### src/rtl/wb_cmd_master.sv
// ---------------------------------------------------------------------------
// wb_cmd_master
//
// Wishbone classic single-access initiator. Accepts one command at a time on
// a valid/ready port, runs a single WB read or write cycle, and returns the
// read data and status on a valid/ready response port. Only one transaction
// is ever outstanding.
//
// Optional feature (compile-time macro WB_CMD_TIMEOUT_EN):
//   When defined, a 16-bit counter aborts a bus cycle that has gone
//   TIMEOUT_CYCLES cycles without an acknowledge. The aborted cycle reports
//   rsp_err=1 with rsp_dat=RST_DAT. When undefined, the initiator waits for
//   ack indefinitely and rsp_err is tied low.
//
// Parameters:
//   TIMEOUT_CYCLES  cycles cyc/stb may stay high without ack (1..65535)
//   RST_DAT         rsp_dat value after reset, on writes and on timeout
//
// Ports:
//   wb_clk_i, wb_rst_i       clock (rising edge), async active-high reset
//   cmd_valid / cmd_ready    command handshake (cmd_ready = FSM idle)
//   cmd_we/adr/dat/sel       command fields, latched on acceptance
//   rsp_valid / rsp_ready    response handshake
//   rsp_dat, rsp_err         read data / timeout-abort flag
//   busy                     high whenever the FSM is not idle
//   wbm_*                    Wishbone classic master interface
// ---------------------------------------------------------------------------
module wb_cmd_master #(
  parameter int unsigned TIMEOUT_CYCLES = 255,
  parameter logic [31:0] RST_DAT        = 32'h0
) (
  input  logic        wb_clk_i,
  input  logic        wb_rst_i,

  input  logic        cmd_valid,
  output logic        cmd_ready,
  input  logic        cmd_we,
  input  logic [31:0] cmd_adr,
  input  logic [31:0] cmd_dat,
  input  logic [3:0]  cmd_sel,

  output logic        rsp_valid,
  input  logic        rsp_ready,
  output logic [31:0] rsp_dat,
  output logic        rsp_err,

  output logic        busy,

  output logic        wbm_cyc_o,
  output logic        wbm_stb_o,
  output logic        wbm_we_o,
  output logic [3:0]  wbm_sel_o,
  output logic [31:0] wbm_adr_o,
  output logic [31:0] wbm_dat_o,
  input  logic        wbm_ack_i,
  input  logic [31:0] wbm_dat_i
);

  typedef enum logic [1:0] {
    ST_IDLE = 2'd0,
    ST_BUS  = 2'd1,
    ST_RESP = 2'd2
  } state_e;

  // Reject an out-of-range timeout at elaboration rather than silently
  // truncating it into the 16-bit counter.
  if (TIMEOUT_CYCLES < 1 || TIMEOUT_CYCLES > 65535) begin : g_bad_timeout
    $error("wb_cmd_master: TIMEOUT_CYCLES must be in 1..65535");
  end

  state_e      state_q;
  logic        cyc_q;
  logic        we_q;
  logic [3:0]  sel_q;
  logic [31:0] adr_q;
  logic [31:0] dat_q;
  logic        rsp_valid_q;
  logic [31:0] rsp_dat_q;
  logic [31:0] rsp_dat_d;

`ifdef WB_CMD_TIMEOUT_EN
  localparam logic [15:0] TMO_LAST = 16'(TIMEOUT_CYCLES - 1);
  logic [15:0] tmo_cnt_q;
  logic        rsp_err_q;
`endif

  // Writes return the reset pattern; reads return whatever the slave drove
  // alongside its acknowledge.
  assign rsp_dat_d = we_q ? RST_DAT : wbm_dat_i;

  // Single FSM: every output except cmd_ready/busy is a register updated here.
  always_ff @(posedge wb_clk_i or posedge wb_rst_i) begin
    if (wb_rst_i) begin
      state_q     <= ST_IDLE;
      cyc_q       <= 1'b0;
      we_q        <= 1'b0;
      sel_q       <= 4'h0;
      adr_q       <= 32'h0;
      dat_q       <= 32'h0;
      rsp_valid_q <= 1'b0;
      rsp_dat_q   <= RST_DAT;
`ifdef WB_CMD_TIMEOUT_EN
      tmo_cnt_q   <= 16'h0;
      rsp_err_q   <= 1'b0;
`endif
    end else begin
      case (state_q)
        ST_IDLE: begin
          if (cmd_valid) begin
            we_q    <= cmd_we;
            sel_q   <= cmd_sel;
            adr_q   <= cmd_adr;
            dat_q   <= cmd_dat;
            cyc_q   <= 1'b1;
            state_q <= ST_BUS;
`ifdef WB_CMD_TIMEOUT_EN
            tmo_cnt_q <= 16'h0;
`endif
          end
        end

        ST_BUS: begin
          // An ack always wins, even on the edge the timeout would fire.
          if (wbm_ack_i) begin
            cyc_q       <= 1'b0;
            we_q        <= 1'b0;
            rsp_valid_q <= 1'b1;
            rsp_dat_q   <= rsp_dat_d;
            state_q     <= ST_RESP;
`ifdef WB_CMD_TIMEOUT_EN
            rsp_err_q   <= 1'b0;
`endif
          end
`ifdef WB_CMD_TIMEOUT_EN
          else if (tmo_cnt_q == TMO_LAST) begin
            cyc_q       <= 1'b0;
            we_q        <= 1'b0;
            rsp_valid_q <= 1'b1;
            rsp_dat_q   <= RST_DAT;
            rsp_err_q   <= 1'b1;
            state_q     <= ST_RESP;
          end else begin
            tmo_cnt_q <= tmo_cnt_q + 16'd1;
          end
`endif
        end

        ST_RESP: begin
          if (rsp_ready) begin
            rsp_valid_q <= 1'b0;
            state_q     <= ST_IDLE;
          end
        end

        default: begin
          state_q <= ST_IDLE;
        end
      endcase
    end
  end

  assign cmd_ready = (state_q == ST_IDLE);
  assign busy      = (state_q != ST_IDLE);

  assign wbm_cyc_o = cyc_q;
  assign wbm_stb_o = cyc_q;
  assign wbm_we_o  = we_q;
  assign wbm_sel_o = sel_q;
  assign wbm_adr_o = adr_q;
  assign wbm_dat_o = dat_q;

  assign rsp_valid = rsp_valid_q;
  assign rsp_dat   = rsp_dat_q;

`ifdef WB_CMD_TIMEOUT_EN
  assign rsp_err = rsp_err_q;
`else
  assign rsp_err = 1'b0;
`endif

endmodule
### config.mk
export PLATFORM = sky130hd
export DESIGN_NAME = wb_cmd_master
export DESIGN_NICKNAME = d
export VERILOG_FILES = /design/src/rtl/wb_cmd_master.sv
export SDC_FILE = /design/constraint.sdc
export NUM_CORES = 1
export LEC_CHECK = 0
export BUFFER_PORTS_ARGS = -buffer_cell sky130_fd_sc_hd__buf_2
export CAP_MARGIN = 20
export CORE_MARGIN = 2
export CORE_UTILIZATION = 24
export DETAILED_ROUTE_END_ITERATION = 10
export PLACE_DENSITY = 0.55
export SYNTH_ARGS = -nofsm -noshare
export SYNTH_HDL_FRONTEND = slang
export SYNTH_SLANG_ARGS = --single-unit
### constraint.sdc
create_clock -name wb_clk_i -period 4.1 [get_ports wb_clk_i]
set_clock_uncertainty 0.2 [all_clocks]
set_input_delay 0.615 -clock wb_clk_i [delete_from_list [all_inputs] [get_ports wb_clk_i]]
set_output_delay 0.615 -clock wb_clk_i [all_outputs]
set_load 0.1 [all_outputs]
==> metrics.md <==
| Metric | Value |
|---|---|
| Status | finished clean |
| Final Hold Vio Count | 0 |
| CTS Root Cell | clkbuf_16 |
| Placed Area | 5450 µm² |
| Crit end category | flip-flop |
| CTS tree | done |
| Post-CTS setup buffer count | 0 |
| Final slew viol count | 0 |
| Largest family of logic cells by synthesized area | multiplexers |
| Post-Syn Area | 4200 µm² |
| Core Area | between 15000 and 20000 µm² |
| # hold bufs at CTS | 0 |
| Cells along the critical path | nor2_2 > and2_4 > mux2_2 |
| Area share of fa/ha/maj cells after synthesis | 0 |
| Startpoint Class | flip-flop |
| Crit path max-delay family | simple AND/OR/NAND/NOR gates |
| IO Count | approximately 210 |
| R2R Setup Slk | 1.77 ns |
| Num CTS Buffers | 9 |
| Design Area, Final | 5760 µm² |
| Multiplexer share of the synthesized area | 0.200 |
| Clock sink count | about 110 |
| Critical Path RT | between 4 and 5 ns |
| Die Area | about 19000 µm² |
| TNS Setup | 0 ns |
| First-pass GRT wire length | between 15 and 20 mm |
| Synth Area in Simple Gates | 0.0915 |
| Syn Area/Cell | approximately 13 µm² |
| Largest stage delay, worst path | 0.83 ns |
| P&R area growth vs syn | 37.4% |
| Complex-gate fraction of the synthesized area | 0.0492 |
| Synth Area in XOR/XNOR | 0 |
| PostCTS Resize Cnt | 0 |
| Most frequent cells in the layout | buf_2 (211), dfrtp_1 (105), mux2_2 (48) |
| Nets | roughly 630 |
| Clk slew on worst S/H paths | about 0.070 ns |
| DRC Markers | 0 |
| Floorplan row count | 48 |
| Initial antenna violation count | 0 |
| Syn_nets | 419 |
| Tcrit/Tclk final | 0.567 |
| Final setup fails | 0 |
| ANT nets after route | 0 |
| Largest net degree at the start of global routing | 69 |
| Max Cap Viol | 0 |
| Tmin final | 2.33 ns |
| Yosys reg bits | 105 |
| Most common cell after layout, fill and taps aside | buf_2 |
| Placed Cells | roughly 730 |
| R2r endpoint | wbm_adr_o[30]$_DFFE_PP0P_ |
| Post-route insts no fill | 749 |
| Worst path buffer plus inverter count | 0 |
| Htree depth | 3 |
| Hpwl dp | 7.25 mm |
| RR Startpoint | state_q[0]$_DFFE_PP0P_ |
| CP max stage cell | and2_4 |
| DR iter-0 viols | 73 |
| Worst-Skew Late Latency | roughly 0.34 ns |
| WP data arrival | 2.34 ns |
| Antenna Diode Count | 0 |
| 1st-pass router iterations | 4 |
| Via density | 4.05 |
| GRT overflow | 0 |
| Fmax | 0.430 GHz |
| R2R depth | 3 |
| Gpl congestion | 0.716 |
| CP Max Fanout | 68 |
| Number of global-route vias before repair | between 3000 and 4000 |
| Starting Density | 0.244 |
| Clock Path Buffers | 2 |
| Die height | 136 µm |
| RSZ-0062 raised after global routing | no |
| Worst slew pin tran | approximately 1.0 ns |
| Tightest Hold Check Type | primary input to async pin |
| FILL cells | 1766 |
| Post-Route WL | 9.88 mm |
| Synth warnings | 0 |
| Register area share after synthesis | 0.626 |
| WL/cell | between 10 and 15 µm |
| All-Layer GR Usage | 0.104 |
| Synth unique cells | 21 |
| Crit path kind | flip-flop to flip-flop |
| Layout cells sized above 1 | 0.576 |
| Port Buf Inserts | 211 |
| Rel. slew slack | 0.312 |
| Die W | 136 µm |
| Via count | around 3000 |
| Cell count after synthesis | 313 |
==> cell families after synthesis <==
family,after synthesis
flops,105
simple gates,75
mux,68
compound gates,40
buf+inv,24
other cells,1
==> area by class of cell <==
type | count | area (µm²) | share of cell area
Tap cell | 225 | 282 | 0.0488
Clock buffer | 11 | 253 | 0.0438
Multi-Input combinational cell | 184 | 1440 | 0.249
Sequential cell | 105 | 2630 | 0.456
Timing Repair Buffer | 215 | 1090 | 0.188
Clock inverter | 5 | 63.8 | 0.0111
Inverter | 4 | 17.5 | 0.00304
==> metal layers <==
layer	up-vias	part of all wire	track usage
met5	-	0	0
met4	0	0.015	0.0388
met3	14	0.095	0.0436
met2	136	0.48	0.170
met1	1430	0.41	0.121
li1	1454	-	-
==> how the worst max path moves through the flow <==
stage	from	to	slack [ns]	cells after the start
floorplan	wb_rst_i	rsp_dat[0]$_DFFE_PP0P_	0.52	1
global placement	cmd_valid	wbm_adr_o[29]$_DFFE_PP0P_	1.78	3
detailed placement	cmd_valid	wbm_adr_o[12]$_DFFE_PP0P_	1.72	3
CTS	state_q[0]$_DFFE_PP0P_	wbm_adr_o[12]$_DFFE_PP0P_	1.76	3
global route	state_q[0]$_DFFE_PP0P_	wbm_sel_o[1]$_DFFE_PP0P_	1.64	3
finish	state_q[0]$_DFFE_PP0P_	wbm_adr_o[30]$_DFFE_PP0P_	1.77	3
==> per-stage QoR <==
step | hold WS (ns) | setup WS (ns) | utilization
finish | 0.0547 | 1.77 | 0.336
global route | 0.0576 | 1.64 | 0.336
CTS | 0.0501 | 1.76 | 0.336
detailed placement | 0.270 | 1.72 | 0.317
global placement | 0.260 | 1.78 | 0.317
floorplan | 0.298 | 0.524 | -
==> synthesized netlist by cell type <==
cell	instances	share of area
buf_6	4	0.011
buf_2	5	0.0060
and2_4	1	0.0021
dfrtp_1	105	0.63
buf_4	2	0.0036
clkbuf_1	9	0.0080
nand2b_1	33	0.049
o21ai_0	34	0.041
or2b_1	1	0.0018
a21oi_1	4	0.0048
nand3b_1	1	0.0018
nor2_1	2	0.0018
nor2b_1	2	0.0030
inv_1	4	0.0036
mux2_2	48	0.13
conb_1	1	0.00089
nor2_2	1	0.0015
o31ai_1	1	0.0018
nand2_1	34	0.030
mux2_4	20	0.072
o2bb2ai_1	1	0.0021
==> flip-flops by register name (all words and copies together), names as in the netlist <==
register,flops
state_q,2
wbm_we_o,1
rsp_valid,1
rsp_dat,32
wbm_sel_o,4
wbm_adr_o,32
wbm_cyc_o,1
wbm_dat_o,32
Power is not shown: default switching activity piles up to over one toggle a cycle in this logic, so the estimate is an artifact.
